$ cat config.mk
export PLATFORM = sky130hd
export DESIGN_NAME = alu_arbiter
export DESIGN_NICKNAME = d
export VERILOG_FILES = /design/src/rtl/alu_pkg.sv /design/src/rtl/alu_arbiter_alu.sv /design/src/rtl/alu_arbiter.sv
export SDC_FILE = /design/constraint.sdc
export NUM_CORES = 1
export LEC_CHECK = 0
export CORE_MARGIN = 4
export CORE_UTILIZATION = 46
export CTS_CLUSTER_DIAMETER = 200
export DETAILED_ROUTE_END_ITERATION = 8
export PLACE_DENSITY = 0.76
export SLEW_MARGIN = 40
export SYNTH_ARGS = -nofsm -noshare
export SYNTH_HDL_FRONTEND = slang
export SYNTH_SLANG_ARGS = --single-unit
$ cat constraint.sdc
create_clock -name CLK -period 6.61 [get_ports CLK]
set_input_delay 1.322 -clock CLK [delete_from_list [all_inputs] [get_ports CLK]]
set_output_delay 1.322 -clock CLK [all_outputs]
set_load 0.02 [all_outputs]
$ cat src/rtl/alu_pkg.sv
// Shared definitions for the arbitrated ALU slice.
//   - WIDTH_DEF : default operand/result width
//   - ALU_*     : 4-bit ALU control codes understood by the shared ALU
package alu_pkg;

  localparam int WIDTH_DEF = 64;

  localparam logic [3:0] ALU_AND   = 4'b0000;
  localparam logic [3:0] ALU_OR    = 4'b0001;
  localparam logic [3:0] ALU_ADD   = 4'b0010;
  localparam logic [3:0] ALU_SUB   = 4'b0110;
  localparam logic [3:0] ALU_PASSB = 4'b0111;

endpackage

$ cat src/rtl/alu_arbiter_alu.sv
// Purely combinational ALU shared by the arbiter.
// Ports:
//   BusA, BusB : operands (WIDTH bits)
//   ALUCtrl    : 4-bit operation code (see alu_pkg)
//   BusW       : result, modulo 2^WIDTH; unknown codes give 0
//   Zero       : high when BusW is zero
module alu_arbiter_alu
  import alu_pkg::*;
#(
  parameter int WIDTH = WIDTH_DEF
) (
  input  logic [WIDTH-1:0] BusA,
  input  logic [WIDTH-1:0] BusB,
  input  logic [3:0]       ALUCtrl,
  output logic [WIDTH-1:0] BusW,
  output logic             Zero
);

  always_comb begin
    BusW = '0;
    case (ALUCtrl)
      ALU_AND:   BusW = BusA & BusB;
      ALU_OR:    BusW = BusA | BusB;
      ALU_ADD:   BusW = BusA + BusB;
      ALU_SUB:   BusW = BusA - BusB;
      ALU_PASSB: BusW = BusB;
      default:   BusW = '0;
    endcase
  end

  assign Zero = (BusW == '0);

endmodule

$ cat src/rtl/alu_arbiter.sv
// Round-robin arbiter sharing one ALU between two valid/ready requesters.
// The granted request drives the ALU combinationally; its result, Zero flag
// and requester id are captured in a single output register with its own
// valid/ready handshake.
// Ports:
//   CLK, Reset                  : clock, asynchronous active-high reset
//   ReqValid0/1, ReqReady0/1    : request handshakes
//   ReqA0/1, ReqB0/1, ReqCtrl0/1: operands and ALU control per requester
//   RspValid, RspReady          : output register handshake
//   RspW, RspZero, RspId        : registered result, zero flag, requester id
module alu_arbiter
  import alu_pkg::*;
#(
  parameter int WIDTH = WIDTH_DEF
) (
  input  logic             CLK,
  input  logic             Reset,
  input  logic             ReqValid0,
  input  logic             ReqValid1,
  output logic             ReqReady0,
  output logic             ReqReady1,
  input  logic [WIDTH-1:0] ReqA0,
  input  logic [WIDTH-1:0] ReqA1,
  input  logic [WIDTH-1:0] ReqB0,
  input  logic [WIDTH-1:0] ReqB1,
  input  logic [3:0]       ReqCtrl0,
  input  logic [3:0]       ReqCtrl1,
  output logic             RspValid,
  input  logic             RspReady,
  output logic [WIDTH-1:0] RspW,
  output logic             RspZero,
  output logic             RspId
);

  logic             rsp_valid_q, rsp_valid_d;
  logic [WIDTH-1:0] rsp_w_q, rsp_w_d;
  logic             rsp_zero_q, rsp_zero_d;
  logic             rsp_id_q, rsp_id_d;
  logic             last_q, last_d;

  logic             grant_vld;
  logic             grant_id;
  logic             can_accept;
  logic             xfer;
  logic [WIDTH-1:0] alu_a, alu_b, alu_w;
  logic [3:0]       alu_ctrl;
  logic             alu_zero;

  // Grant depends only on the valids and the pointer, never on payload,
  // so there is no path from operands/control to the handshake outputs.
  always_comb begin
    grant_vld = ReqValid0 | ReqValid1;
    grant_id  = 1'b0;
    if (ReqValid0 && ReqValid1) begin
      grant_id = ~last_q;
    end else if (ReqValid1) begin
      grant_id = 1'b1;
    end
  end

  assign can_accept = !rsp_valid_q || RspReady;

  // Gating with Reset keeps both readies low while reset is held, since the
  // register contents alone would otherwise report an empty output stage.
  assign ReqReady0 = !Reset && can_accept && grant_vld && !grant_id;
  assign ReqReady1 = !Reset && can_accept && grant_vld &&  grant_id;
  assign xfer      = ReqReady0 | ReqReady1;

  assign alu_a    = grant_id ? ReqA1    : ReqA0;
  assign alu_b    = grant_id ? ReqB1    : ReqB0;
  assign alu_ctrl = grant_id ? ReqCtrl1 : ReqCtrl0;

  alu_arbiter_alu #(
    .WIDTH(WIDTH)
  ) u_alu (
    .BusA   (alu_a),
    .BusB   (alu_b),
    .ALUCtrl(alu_ctrl),
    .BusW   (alu_w),
    .Zero   (alu_zero)
  );

  // A push takes priority over a pop, which covers the simultaneous
  // pop-and-push case: the new result replaces the old and valid stays set.
  always_comb begin
    rsp_valid_d = rsp_valid_q;
    rsp_w_d     = rsp_w_q;
    rsp_zero_d  = rsp_zero_q;
    rsp_id_d    = rsp_id_q;
    last_d      = last_q;
    if (xfer) begin
      rsp_valid_d = 1'b1;
      rsp_w_d     = alu_w;
      rsp_zero_d  = alu_zero;
      rsp_id_d    = grant_id;
      last_d      = grant_id;
    end else if (rsp_valid_q && RspReady) begin
      rsp_valid_d = 1'b0;
    end
  end

  // Output register and round-robin pointer; `last` resets to 1 so that
  // requester 0 wins the first contended cycle.
  always_ff @(posedge CLK or posedge Reset) begin
    if (Reset) begin
      rsp_valid_q <= 1'b0;
      rsp_w_q     <= '0;
      rsp_zero_q  <= 1'b0;
      rsp_id_q    <= 1'b0;
      last_q      <= 1'b1;
    end else begin
      rsp_valid_q <= rsp_valid_d;
      rsp_w_q     <= rsp_w_d;
      rsp_zero_q  <= rsp_zero_d;
      rsp_id_q    <= rsp_id_d;
      last_q      <= last_d;
    end
  end

  assign RspValid = rsp_valid_q;
  assign RspW     = rsp_w_q;
  assign RspZero  = rsp_zero_q;
  assign RspId    = rsp_id_q;

endmodule

==> impl_results.md <==
- Worst slew pin tran: 0.881 ns
- Skew final: 0.00697 ns
- Rel. slew slack: 0.409
- Clock sinks: 68
- Synth Register Bits: 68
- Filler instances: 2024
- Max_cap viols: 0
- Number of synthesized flops with an enable pin: 0
- Int Power: 2240 uW
- CP required: 6.84 ns
- DRT Wirelength: 65200 um
- Tmin final: 6.78 ns
- Net Switching: 1760 uW
- Initial drt markers: 2077
- Mapped Cells: 1758
- Startpoint Class: input port
- Final Non-Filler Cells: 2891
- Met1 WL: 25700 um
- First-pass DRT Iterations: 8
- Reg-to-Reg Start: last_q
- RSZ-0062 raised after global routing: yes
- Clock Latency Late Sink: 0.33 ns
- Seq/Total Area, Yosys: 0.138
- Hold Vio Cnt, Final: 0
- Hold path cells: 2
- CORE AREA: 26200 um^2
- Design Area, Final: 20300 um^2
- DR WL met2: 27700 um
- Fmax: 148 MHz
- Violated checks: setup timing
- CTS Buf Count: 9
- Total gr overflow: 0
- Syn Nets: 2090
- Global-route wire length before repair: 95800 um
- Initial Utilization: 0.470
- Placed cell count: 2865
- Clock buffer depth: 2
- Slack of the worst reg-to-reg path: 0.38 ns
- R2R depth: 25
- Top Metal Used: met5
- Sw frac: 0.439
- Worst min path class: reg -> reg
- WP data arrival: 7.01 ns
- Avg Inst Size Synth: 7.01 um^2
- Placed Area: 19700 um^2
- Ys async rst share: 1.00
- Clock Root Buffer: clkbuf_16
- Via density per instance: 6.17
- Via count: 17800
- Hold buffer count at CTS: 0
- IO Pins: 338
- Post-Syn Area: 12300 um^2
- Slew Viols, Final: 0
- Worst-path maximum fanout: 3
- Max VDD drop: 0.000130 V
- Area delta synth->final: 64.7%
- Drc violations: 0
- Vias in the first global route: 16900
- Setup TNS Final: -0.166 ns
- N_diodes: 0
- Setup Crit Path Kind: in -> reg
- Die width: 172 um
- # setup viols final: 1
- PortBufs: 337
- Hold Startpoint: RspW[63]
- Antenna violations before repair: 3
- R2R Path End: RspZero
- Wire length per cell: 22.6 um
- Die H: 172 um
- Post-DP HPWL: 54200 um
- Share of layout cells above drive strength 1: 0.255
- Dominant synthesized flop cell: dfrtp_1
- Fin util: 0.775
- CP Capture Type: flip-flop
- Largest net degree at the start of global routing: 51
- Die ar.: 29500 um^2
- Global Route Usage Sum: 0.418
- Status: finished, violations left
- Final ANT Viol Nets: 0
- Final nets: 2884
- Count of cell types in the netlist: 101
- Pwr/cell area: 197 nW/um^2
- Period utilisation layout: 1.03
- GPL Wtd Cong: 1.07
- Power share of the clock group: 0.121
- Wire length on met3: 9000 um
- Clock transition at the registers of the reported paths: 0.05 ns
- Comb pwr share: 0.743
- Register share of total power: 0.136
- Synthesis warning total: 0
- End of the worst hold path: RspW[63]
- Static Leak: 0.00939 uW
- # rows: 59
- Setup WS post-layout: -0.166 ns
- CTS tree: built
- CTS HTree Levels: 3
synth_stat cells (all sizes together) (19+ instances only):
master,instances,share of area
o21ai,184,0.075
a31oi,27,0.014
nor3,50,0.021
xnor2,41,0.029
a21o,35,0.021
buf,41,0.022
xor2,70,0.050
nand2,290,0.089
and2,19,0.0096
dfrtp,67,0.14
nand4,29,0.016
clkbuf,60,0.023
nand3,44,0.018
a21oi,130,0.054
inv,56,0.017
nor2,111,0.034
mux2i,116,0.096
o21a,28,0.017
ha,62,0.063
per-layer routing:
metal  vias to the layer above  track usage
met5                         -            0
met4                         4        0.157
met3                       214        0.125
met1                      8251        0.558
li1                       8053            -
met2                      1322        0.639
flip-flops by register name, summed over array words and instances (netlist names):
signal,cells
RspId,1
RspValid,1
RspW,64
RspZero,1
last_q,1
how the worst max path moves through the flow:
| stage | from | to | slack [ns] | cells past startpoint |
|---|---|---|---|---|
| after floorplan | ReqValid1 | RspZero | -0.29 | 28 |
| after global placement | ReqValid0 | RspZero | -0.98 | 29 |
| after detailed placement | ReqValid0 | RspZero | -1.11 | 28 |
| after CTS | ReqValid1 | RspZero | -0.22 | 26 |
| after global routing | ReqValid1 | RspZero | -0.34 | 27 |
| final | ReqB0[17] | RspZero | -0.17 | 23 |
through the flow:
stage	total power, uW	hold WS, ns	worst slack, ns
CTS	3890	0.475	-0.219
detailed placement	3370	0.462	-1.11
floorplan	1910	0.501	-0.290
finish	4000	0.471	-0.166
global placement	3320	0.456	-0.980
global route	4200	0.490	-0.338
final cells by class:
class                      count  area [um^2]  area share
timing repair buffer         883         7510       0.370
sequential                    68         1700      0.0839
inverter                      56          210      0.0104
clock buffer                  14          274      0.0135
multi-input combinational   1534        10200       0.500
tap                          335          419      0.0206
clock inverter                 1         30.0     0.00148
power groups by stage:
stage               combinational [uW]  sequential [uW]  clock, uW
floorplan                         1280              633          0
global placement                  2780              539          0
detailed placement                2820              546          0
CTS                               2850              545        490
global route                      3140              552        506
finish                            2970              544        484
repair_timing:
action	CTS	global route
gates resized for setup	33	26
gates cloned	1	0
endpoints found under the setup margin	16	5
setup buffers	5	5
pin swaps	13	20
layout by cell type (no fill, tap or decap), drive strengths merged, types with 6 or more instances in the layout:
cell | synthesis | layout
o21ai | 184 | 184
o311ai | 8 | 8
nand3 | 44 | 44
o2111ai | 8 | 8
or4 | 8 | 8
mux2i | 116 | 116
inv | 56 | 56
nand2 | 290 | 290
and3 | 17 | 17
clkbuf | 60 | 14
nor3 | 50 | 50
mux2 | 9 | 9
o22ai | 6 | 6
buf | 41 | 548
dfrtp | 67 | 67
a21o | 35 | 35
a31oi | 27 | 27
or3 | 17 | 17
a21oi | 130 | 130
a21boi | 9 | 9
and2 | 19 | 19
o31ai | 16 | 16
o211ai | 17 | 17
a221oi | 7 | 7
nor2 | 111 | 111
a211oi | 9 | 9
nor2b | 10 | 10
xnor2 | 41 | 41
o21a | 28 | 28
ha | 62 | 62
nand2b | 17 | 17
xor2 | 70 | 70
nor4 | 18 | 18
a22oi | 15 | 15
and4 | 6 | 6
clkdlybuf4s50 | 0 | 330
nand4 | 29 | 29
o21bai | 9 | 9
critical path: stages:
cell,delay [ns]
clkdlybuf4s50_1,0.46
nor4_2,0.34
nand3_1,0.15
a211oi_2,0.32
nand4_4,0.17
nor2_4,0.12
and2_1,0.15
buf_4,0.11
and3_1,0.17
and2_4,0.16
a21oi_1,0.07
xor2_1,0.17
ha_1,0.34
nand4_1,0.14
or4b_4,0.58
o211a_4,0.26
mux2i_1,0.13
or3_1,0.29
or4_1,0.40
or4b_4,0.53
nor4_4,0.28
nand4_1,0.13
o31ai_1,0.21
logic make-up (layout without fill, tap and decap cells):
group	after synthesis	after routing	share of synthesized area
multiplexers	125	125	0.104
AO/OA/AOI/OAI	566	567	0.292
adder cells (fa/ha/maj)	68	68	0.0686
XOR/XNOR	111	111	0.0789
AND/OR/NAND/NOR	663	663	0.254
flip-flops	68	68	0.138
buffers and inverters	157	954	0.0629
Power figures use the tool's default switching activity.
